[config.mk]
export PLATFORM = sky130hd
export DESIGN_NAME = spinner_quad_encoder
export DESIGN_NICKNAME = d
export VERILOG_FILES = /design/src/rtl/spinner_quad_encoder.sv
export SDC_FILE = /design/constraint.sdc
export NUM_CORES = 1
export LEC_CHECK = 0
export CAP_MARGIN = 20
export CORE_ASPECT_RATIO = 2
export CORE_UTILIZATION = 36
export DETAILED_ROUTE_END_ITERATION = 16
export PLACE_DENSITY_LB_ADDON = 0.08
export RECOVER_POWER = 50
export SLEW_MARGIN = 40
export SYNTH_ARGS = -nofsm -noshare
export SYNTH_HDL_FRONTEND = slang
export SYNTH_SLANG_ARGS = --single-unit
[constraint.sdc]
create_clock -name clk_sys -period 5.5 [get_ports clk_sys]
set_clock_uncertainty 0.2 [all_clocks]
set_input_delay 1.1 -clock clk_sys [delete_from_list [all_inputs] [get_ports clk_sys]]
set_output_delay 1.1 -clock clk_sys [all_outputs]
set_load 0.02 [all_outputs]
[src/rtl/spinner_quad_encoder.sv]
// Spinner quadrature encoder: turns mouse X motion and d-pad holds
// into a fixed-rate {A,B} quadrature stream for the Arkanoid core.
module spinner_quad_encoder #(
  parameter int CLK_HZ      = 48000000,
  parameter int STEP_HZ     = 4000,
  parameter int DPAD_CYCLES = 384000,
  parameter int DPAD_SLOW   = 4,
  parameter int DPAD_FAST   = 9,
  parameter int ACC_W       = 12
) (
  input  logic       clk_sys,
  input  logic       reset_n,
  input  logic       mouse_strobe,
  input  logic [8:0] mouse_x,
  input  logic       dpad_left,
  input  logic       dpad_right,
  input  logic       dpad_fast,
  output logic [1:0] enc_out,
  output logic       busy
);

  localparam int DIV = CLK_HZ / STEP_HZ;
  localparam int SW  = (DIV > 1) ? $clog2(DIV) : 1;
  localparam int DW  = (DPAD_CYCLES > 1) ?
                       $clog2(DPAD_CYCLES) : 1;
  localparam int XW  = ACC_W + 1;

  localparam logic signed [XW-1:0] ACC_MAX =
    XW'((2 ** (ACC_W - 1)) - 1);
  localparam logic signed [XW-1:0] ACC_MIN =
    XW'(-(2 ** (ACC_W - 1)));

  localparam logic [SW-1:0] STEP_LAST = SW'(DIV - 1);
  localparam logic [DW-1:0] DPAD_LAST =
    DW'(DPAD_CYCLES - 1);

  logic [SW-1:0]           step_cnt;
  logic                    tick;
  logic [DW-1:0]           dpad_cnt;
  logic                    dpad_any;
  logic                    load;
  logic signed [ACC_W-1:0] acc;
  logic signed [ACC_W-1:0] mag;
  logic signed [ACC_W-1:0] load_val;
  logic signed [ACC_W-1:0] dir_ext;
  logic signed [ACC_W-1:0] base;
  logic signed [ACC_W-1:0] acc_nxt;
  logic signed [XW-1:0]    base_ext;
  logic signed [XW-1:0]    mx_ext;
  logic signed [XW-1:0]    sum;
  logic signed [1:0]       stepdir;
  logic [1:0]              enc_nxt;

  assign tick     = (step_cnt == STEP_LAST);
  assign dpad_any = dpad_left | dpad_right;
  assign load     = dpad_any && (dpad_cnt == DPAD_LAST);

  // Step direction follows the sign of pending motion on each tick
  always_comb begin
    stepdir = 2'sb00;
    if (tick && (acc != '0)) begin
      stepdir = acc[ACC_W-1] ? 2'sb11 : 2'sb01;
    end
  end

  // Base value, mouse addition and saturation of the accumulator
  always_comb begin
    mag      = dpad_fast ? ACC_W'(DPAD_FAST)
                         : ACC_W'(DPAD_SLOW);
    load_val = dpad_right ? mag : -mag;
    dir_ext  = ACC_W'(stepdir);
    base     = load ? load_val : (acc - dir_ext);
    base_ext = XW'(base);
    mx_ext   = XW'($signed(mouse_x));
    sum      = base_ext + mx_ext;
    acc_nxt  = base;
    if (mouse_strobe) begin
      unique case (1'b1)
        (sum > ACC_MAX): acc_nxt = ACC_MAX[ACC_W-1:0];
        (sum < ACC_MIN): acc_nxt = ACC_MIN[ACC_W-1:0];
        default:         acc_nxt = sum[ACC_W-1:0];
      endcase
    end
  end

  // Next quadrature phase: one Gray step per tick
  always_comb begin
    enc_nxt = enc_out;
    unique case (1'b1)
      (stepdir == 2'sb01): begin
        case (enc_out)
          2'b00:   enc_nxt = 2'b10;
          2'b10:   enc_nxt = 2'b11;
          2'b11:   enc_nxt = 2'b01;
          default: enc_nxt = 2'b00;
        endcase
      end
      (stepdir == 2'sb11): begin
        case (enc_out)
          2'b00:   enc_nxt = 2'b01;
          2'b01:   enc_nxt = 2'b11;
          2'b11:   enc_nxt = 2'b10;
          default: enc_nxt = 2'b00;
        endcase
      end
      default: enc_nxt = enc_out;
    endcase
  end

  // Free-running step divider
  always_ff @(posedge clk_sys or negedge reset_n) begin
    if (!reset_n) begin
      step_cnt <= '0;
    end else if (tick) begin
      step_cnt <= '0;
    end else begin
      step_cnt <= step_cnt + 1'b1;
    end
  end

  // D-pad reload period counter, cleared when released
  always_ff @(posedge clk_sys or negedge reset_n) begin
    if (!reset_n) begin
      dpad_cnt <= '0;
    end else if (!dpad_any || load) begin
      dpad_cnt <= '0;
    end else begin
      dpad_cnt <= dpad_cnt + 1'b1;
    end
  end

  // Accumulator, busy flag and phase register
  always_ff @(posedge clk_sys or negedge reset_n) begin
    if (!reset_n) begin
      acc     <= '0;
      busy    <= 1'b0;
      enc_out <= 2'b00;
    end else begin
      acc     <= acc_nxt;
      busy    <= (acc_nxt != '0);
      enc_out <= enc_nxt;
    end
  end

endmodule

# After elaboration in Yosys (flattened, before gate mapping)
# Index checks and enable logic that the tools add are counted.
# word_totals
out_inout_bits	3
word_cells	40
reg_bits	48
inputBits	15
# op_classes
n_bitwise	1
n_lt_le_gt_ge	2
muxes	12
n_addsub	5
n_eq_ne	7
reduce_logical	8
# op_table
op	count
12-bit two-way mux	3
12-bit case mux with 2 select lines	1
12-bit nonzero test	2
19-bit by 1-bit adder with 19-bit output, second input constant	1
19-bit equality test, second input constant	1
19-bit two-way mux	1
14-bit by 1-bit adder with 14-bit output, second input constant	1
14-bit equality test, second input constant	1
14-bit two-way mux	1
12-bit by 9-bit adder with 13-bit output	1
13-bit by 12-bit > comparator with 1-bit output, second input constant	1
13-bit by 12-bit < comparator with 1-bit output, second input constant	1
4-bit negation with 12-bit output	1
2-bit case mux with 3 select lines	2
12-bit by 2-bit subtractor with 12-bit output	1
2-bit equality test, second input constant	3
2-bit by 1-bit equality test with 1-bit output, second input constant	2
2-bit two-way mux	2
4-bit two-way mux	1
2-bit case mux with 2 select lines	1
1-bit logical AND	2
2-bit zero test	1
2-bit nonzero test	1
1-bit zero test	1
2 further kinds	2

# Depth between registers and ports, before layout
# Gate-level depths: netlist (run 1).
# logic_depth
ltp_word	10
depth_mapped	25
depth_no_buf	24

# Worst setup path before layout (run 1)
# Ideal clock, no wire load.
# synth_path
path_kind	reg2reg
startpoint	reg step_cnt[0]
endpoint	reg busy
arrival_time_ps	5408
required_ps	5165
stages_incl_launch_ff	23
path_buffers	2
setup_ps	135
path_slack_ps	-243
synth_period_minus_slack_ps	5743
cell_sequence	dfrtp_1 ha_1 nand2_1 nor4_1 clkbuf_1 nand2_1 ha_1 o211a_1 o31a_1 or3_1 nand2_1 a21oi_1 ha_1 a21o_1 or3_1 o221a_1 o31a_1 o41a_1 buf_6 a211o_1 nor4_1 nor4b_2 nand4b_1
# synth_between
elab_chain_cells	10
elab_cells_between_ends	11
cone_classes	add/sub (2); order compare (2); eq/ne (1); mux (4); reduce/logical (2)
# synth_rtl
element	line	rtl
from (decl)	37	logic [SW-1:0] step_cnt;
from (signal assigned)	117	step_cnt <= step_cnt + 1'b1;
14-bit equality test (*)	54	assign tick = (step_cnt == STEP_LAST);
1-bit logical AND (*)	61	if (tick && (acc != '0)) begin
2-bit two-way mux (*)	61	
12-bit by 2-bit subtractor with 12-bit output (*)	72	base = load ? load_val : (acc - dir_ext);
12-bit two-way mux (*)	72	
12-bit by 9-bit adder with 13-bit output	75	sum = base_ext + mx_ext;
13-bit by 12-bit < comparator with 1-bit output / 13-bit by 12-bit > comparator with 1-bit output (equally long branches)	80, 79	
12-bit case mux with 2 select lines	78	unique case (1'b1)
12-bit two-way mux (*)	77	if (mouse_strobe) begin
net acc_nxt[6]	47	logic signed [ACC_W-1:0] acc_nxt;
12-bit nonzero test (*)	140	busy <= (acc_nxt != '0);
to (signal assigned)	140	
to (decl)	19	output logic busy
# Mark *: on every way through the listed nets, which the timed path passes. The rest lies on a longest branch.
# A chain may end at the register's enable or synchronous reset.

# Worst setup path in the final report (run 1)
# layout_path
startpoint	reg step_cnt[10]
endpoint	reg busy
# The elaborated chain is that of the path after synthesis.

==> results of run 1 <==
cell usage after synthesis, types with 4 or more instances:
cell / count
nand2b_1: 4
inv_1: 13
nor2_1: 63
a21oi_1: 18
clkbuf_1: 7
xnor2_1: 22
xor2_1: 24
a21o_1: 7
o21ai_0: 16
nand3_1: 19
o31ai_1: 6
ha_1: 28
nor4_1: 5
a211oi_1: 5
dfrtp_1: 48
nor2b_1: 8
nand2_1: 19
and3_1: 9
sequential cells by signal, summed over array words and instances (netlist names):
signal    flops
acc          12
busy          1
dpad_cnt     19
enc_out       2
step_cnt     14
routing by layer:
| layer | track usage [%] | vias up |
|---|---|---|
| li1 | - | 1516 |
| met1 | 18.5 | 1460 |
| met2 | 40.6 | 49 |
| met3 | 2.23 | 33 |
| met4 | 15.5 | 0 |
| met5 | 0 | - |
logic make-up (layout without fill, tap and decap cells):
family	Yosys count	count (layout)	synth area share [%]
AND/OR/NAND/NOR	147	147	20.7
XOR/XNOR	46	46	11.7
multiplexers	5	5	1.56
adder cells (fa/ha/maj)	30	30	11.3
buffers and inverters	21	97	2.51
flip-flops	48	48	34.9
AO/OA/AOI/OAI	86	86	17.3
path summary, 6_finish.rpt:
path,end,depth (start not counted),slack [ns],from
setup / recovery,busy,22,-0.06,step_cnt[10]
setup reg to reg,busy,22,-0.06,step_cnt[10]
hold reg to reg,step_cnt[4],1,0.28,step_cnt[4]
min in group asynchronous,dpad_cnt[13],2,0.70,reset_n
max in group asynchronous,step_cnt[6],2,3.98,reset_n
hold / removal,step_cnt[4],1,0.28,step_cnt[4]
area by class of cell:
| cell class | instances | area (sq um) | share of cell area (%) |
|---|---|---|---|
| Multi-Input combinational cell | 314 | 2390 | 52.7 |
| Sequential cell | 48 | 1200 | 26.5 |
| Timing Repair Buffer | 76 | 612 | 13.5 |
| Clock buffer | 6 | 139 | 3.07 |
| Tap cell | 104 | 130 | 2.87 |
| Inverter | 13 | 48.8 | 1.08 |
| Clock inverter | 2 | 10.0 | 0.221 |
power breakdown:
part	internal [mW]	switching (mW)
Sequential	0.419	0.0697
Combinational	1.16	1.21
Clock	0.179	0.134
Total	1.76	1.41
timing repair:
item / 4_1_cts / 5_1_grt
pin swaps: 10 / 28
buffers inserted: 4 / 6
gates resized for setup: 12 / 32
endpoints found under the setup margin: 4 / 10
hold endpoints to repair: 0 / 0
critical path: stages (launching register included):
cell	delay, ns
dfrtp_1	0.36
and3_4	0.19
nand4_1	0.14
nor4_4	0.22
buf_4	0.19
nand2_8	0.08
ha_4	0.23
nor2b_1	0.14
o31a_1	0.24
or3_1	0.32
nand2_2	0.10
a21oi_1	0.08
ha_1	0.30
a21o_1	0.18
or3_4	0.32
o221a_1	0.27
o31a_1	0.31
o41a_1	0.52
buf_6	0.17
o22a_1	0.18
nor4_2	0.31
nor4b_4	0.23
nand4b_1	0.11
==> impl_metrics.yaml, run 1 <==
final_layout:
  fillers: 906
  antenna_cells: 0
  final_cells: 563
  final_area_sq_um: 4530
  drive_gt1_share_pct: 23.5
  synthToLayoutAreaGrowth_pct: 31.5
  final_cell_mix: "nor2_1, buf_4, dfrtp_1"
  nets: 503
  fin_util_pct: 48.6
  final_common_cell: "nor2_1"
yosys:
  syn_area_per_cell_sq_um: 8.99
  async_reset_ff_share_pct: 100
  yosysTopAreaCell: "dfrtp_1"
  ys_ff_latch: 48
  post-synth-top-area-fraction_pct: 34.9
  yosys-top-cells-area: "dfrtp_1, ha_1, nor2_1"
  yosysWarnings: 0
  syn-num-nets: 428
  ys_types: 52
  synth-edff-count: 0
  synth_area_sq_um: 3440
  synthFlopType: "dfrtp_1"
  synth_cells: 383
  seq_area_frac_synth_pct: 34.9
outcome:
  status: "finished with violations"
  violations: "negative setup slack"
global_route:
  grt_pass1_vias: 3276
  grt_max_degree: 49
  overflow: 0
  grt_first_pass_wirelength_um: 15700
  antenna_found_initial: 0
  grt_util_all_layers_pct: 20.7
pwr:
  ir_drop_v: 0.000542
  p_total_mw: 3.16
  powerDensity_nw_per_um2: 699
  p_leak_nw: 2.01
clock_network:
  cts_hold_buf: 0
  clkTransAtPathRegs_ns: 0.07
  numClockSinks: 48
  clkLatencyLatePin_ns: 0.29
  cts-root-buf: "clkbuf_16"
  cts_buffers: 5
  clock_path_buffers: 2
  cts_tree: "built"
  htreeDepth: 2
place:
  gp_congestion: 0.953
  dpl_cell_area_sq_um: 4080
  port_buffers: 17
  preCtsSetupSlack_ns: -0.179
  dpl.cell_count: 545
  hpwl_um: 7590
timing:
  tightestPinTransition_ns: 0.667
  maxSlewViolCount: 0
  hold_viol: 0
  fin_crit_ns: 5.56
  setup_viol: 1
  max-slew-margin-rel_pct: 55.4
  worst_slack_ns: -0.0615
  tns_ns: -0.0615
  worst_hold_slack_ns: 0.279
  rsz0062_at_grt: "true"
  fmax_mhz: 180
  period_share_pct: 101
detailed_routing:
  wl_met1_um: 3240
  wl_met2_um: 5590
  routedWlPerCell_um: 17.0
  wl_um: 9600
  route.detailed.drc: 0
  route.vias.total: 3058
  dr.first_iter.drc_count: 134
  viasPerCell: 5.43
  drtPass1Iterations: 6
  met3_length_um: 125
  ant_nets: 0
  top_layer_used: "met4"
worst_hold_path:
  hp-class: "flop to flop"
die:
  ios: 18
  die_w_um: 71.2
  die_h_um: 140
  num_rows: 50
  die_area_sq_um: 9980
  fp.coreArea_sq_um: 9320
  start_util_pct: 36.9
critical_path:
  cp.arrival_ns: 5.52
  required_ns: 5.46
  worst_setup_path_end_kind: "flop"
  critPathKind: "flop to flop"
  cp-start-kind: "flop"
  path_max_fanout: 6
flow_run:
  cap_violations: 0
No activity file was read; power rests on OpenSTA's default activity.
==> inputs of run 2 (changes only) <==
PLACE_DENSITY_LB_ADDON = unset   (was 0.08)
==> run 2 against run 1 <==
The run ends with max-capacitance violations, max-slew violations, negative setup slack left. Worst hold slack better by 0.013 ns. Critical path type unchanged. Highest routed layer unchanged. Non-clock buffer count is 17 lower. Critical endpoint unchanged. Final cell count is 3.0% lower. Largest cell class unchanged.
==> impl_metrics.yaml, run 2 (synthesized netlist as in run 1, its figures left out) <==
clock_network:
  cts_hold_buf: 0
  clock_path_buffers: 2
  cts-root-buf: "clkbuf_16"
  cts_tree: "built"
  cts_buffers: 5
  htreeDepth: 2
  numClockSinks: 48
  clkLatencyLatePin_ns: 0.29
  clkTransAtPathRegs_ns: 0.07
outcome:
  violations: "max-capacitance violations, max-slew violations, negative setup slack"
  status: "finished with violations"
place:
  gp_congestion: 0.891
  preCtsSetupSlack_ns: -0.0891
  port_buffers: 17
  hpwl_um: 7170
detailed_routing:
  routedWlPerCell_um: 16.7
  drtPass1Iterations: 6
  route.vias.total: 2997
  ant_nets: 0
  dr.first_iter.drc_count: 160
  wl_um: 9130
  route.detailed.drc: 0
  viasPerCell: 5.49
final_layout:
  largest_reg_flops: 19
  drive_gt1_share_pct: 17.2
  fillers: 909
  seq_area_sq_um: 1200
  nets: 486
  multiInputGateArea_sq_um: 2310
  antenna_cells: 0
  final_cell_mix: "nor2_1, dfrtp_1, buf_4"
  final_common_cell: "nor2_1"
  synthToLayoutAreaGrowth_pct: 25.2
  max_flop_register: "dpad_cnt"
  top_regs: "dpad_cnt x19, step_cnt x14, acc x12"
timing:
  hold_viol: 0
  max-slew-margin-rel_pct: -72.9
  rsz0062_at_grt: "true"
  fmax_mhz: 181
  worst_slack_ns: -0.0221
  tightestPinTransition_ns: 2.59
  tns_ns: -0.0221
  fin_crit_ns: 5.52
  maxSlewViolCount: 49
  worst_hold_slack_ns: 0.292
  setup_viol: 1
  period_share_pct: 100
critical_path:
  regToRegSetupSlack_ns: -0.02
  cp.arrival_ns: 5.49
  cp-start-kind: "flop"
  critPathKind: "flop to flop"
  worst_setup_path_end_kind: "flop"
  required_ns: 5.46
  path_max_fanout: 7
global_route:
  antenna_found_initial: 0
  grt_pass1_vias: 3213
  overflow: 0
  grt_util_all_layers_pct: 18.8
  grt_first_pass_wirelength_um: 14600
  grt_max_degree: 49
die:
  fp.coreArea_sq_um: 9320
  die_w_um: 71.2
  ios: 18
  die_area_sq_um: 9980
  num_rows: 50
  die_h_um: 140
  start_util_pct: 36.9
pwr:
  powerDensity_nw_per_um2: 666
  p_leak_nw: 1.91
  ir_drop_v: 0.000419
flow_run:
  cap_violations: 1
worst_hold_path:
  hp-class: "flop to flop"
run 2: routing by layer:
layer	track usage, %	wire [um]	up-vias
met5	0	0	-
met4	13.7	575	0
met3	1.65	130	26
met2	37.2	5300	44
met1	16.9	3130	1442
li1	-	-	1485
run 2: what timing repair did:
item / in CTS / in global routing
gates resized for setup: 2 / 20
pin swaps: 1 / 7
hold endpoints to repair: 0 / 0
buffers inserted: 0 / 4
setup endpoints to repair: 1 / 7
run 2: worst paths after layout:
check / start / endpoint / depth (start not counted)
max: step_cnt[11] / busy / 21
min: step_cnt[4] / step_cnt[4] / 1
max reg2reg: step_cnt[11] / busy / 21
min reg2reg: step_cnt[4] / step_cnt[4] / 1
max in group asynchronous: reset_n / acc[7] / 1
min in group asynchronous: reset_n / dpad_cnt[7] / 1
run 2: metrics by stage:
step	instances	total power [mW]	utilization [%]	cell area (sq um)
2_1_floorplan	383	1.76	-	3450
3_3_place_gp	534	2.40	42.9	4000
3_5_place_dp	534	2.41	42.9	4000
4_1_cts	542	2.75	44.6	4160
5_1_grt	546	3.09	46.3	4310
6_report	546	2.87	46.3	4310
run 2: worst max-delay path: stages (launching register included):
cell and delay (ns):
dfrtp_1 0.37, and3_4 0.20, nand4_1 0.14, nor4_4 0.28, buf_4 0.20, nand2_8 0.09
ha_4 0.24, nor2b_1 0.15, o31a_1 0.25, or3_1 0.30, nand2_1 0.09, a21oi_1 0.07
ha_1 0.30, a21o_1 0.18, or3_4 0.33, o221a_4 0.29, o31a_1 0.26, o41a_1 0.49
a211o_1 0.33, nor4_2 0.26, nor4b_2 0.24, nand4b_1 0.12
run 2: report_power, final:
part	switching (mW)	internal [mW]
clock	0.132	0.181
combinational	1.10	0.972
sequential	0.0703	0.419
total	1.30	1.57
run 2: final cells by class:
cell class / instances / area share [%]
tap: 104 / 3.02
multi-input combinational: 314 / 53.5
clock buffer: 7 / 3.31
inverter: 13 / 1.13
timing repair buffer: 59 / 11.0
clock inverter: 1 / 0.174
sequential: 48 / 27.9
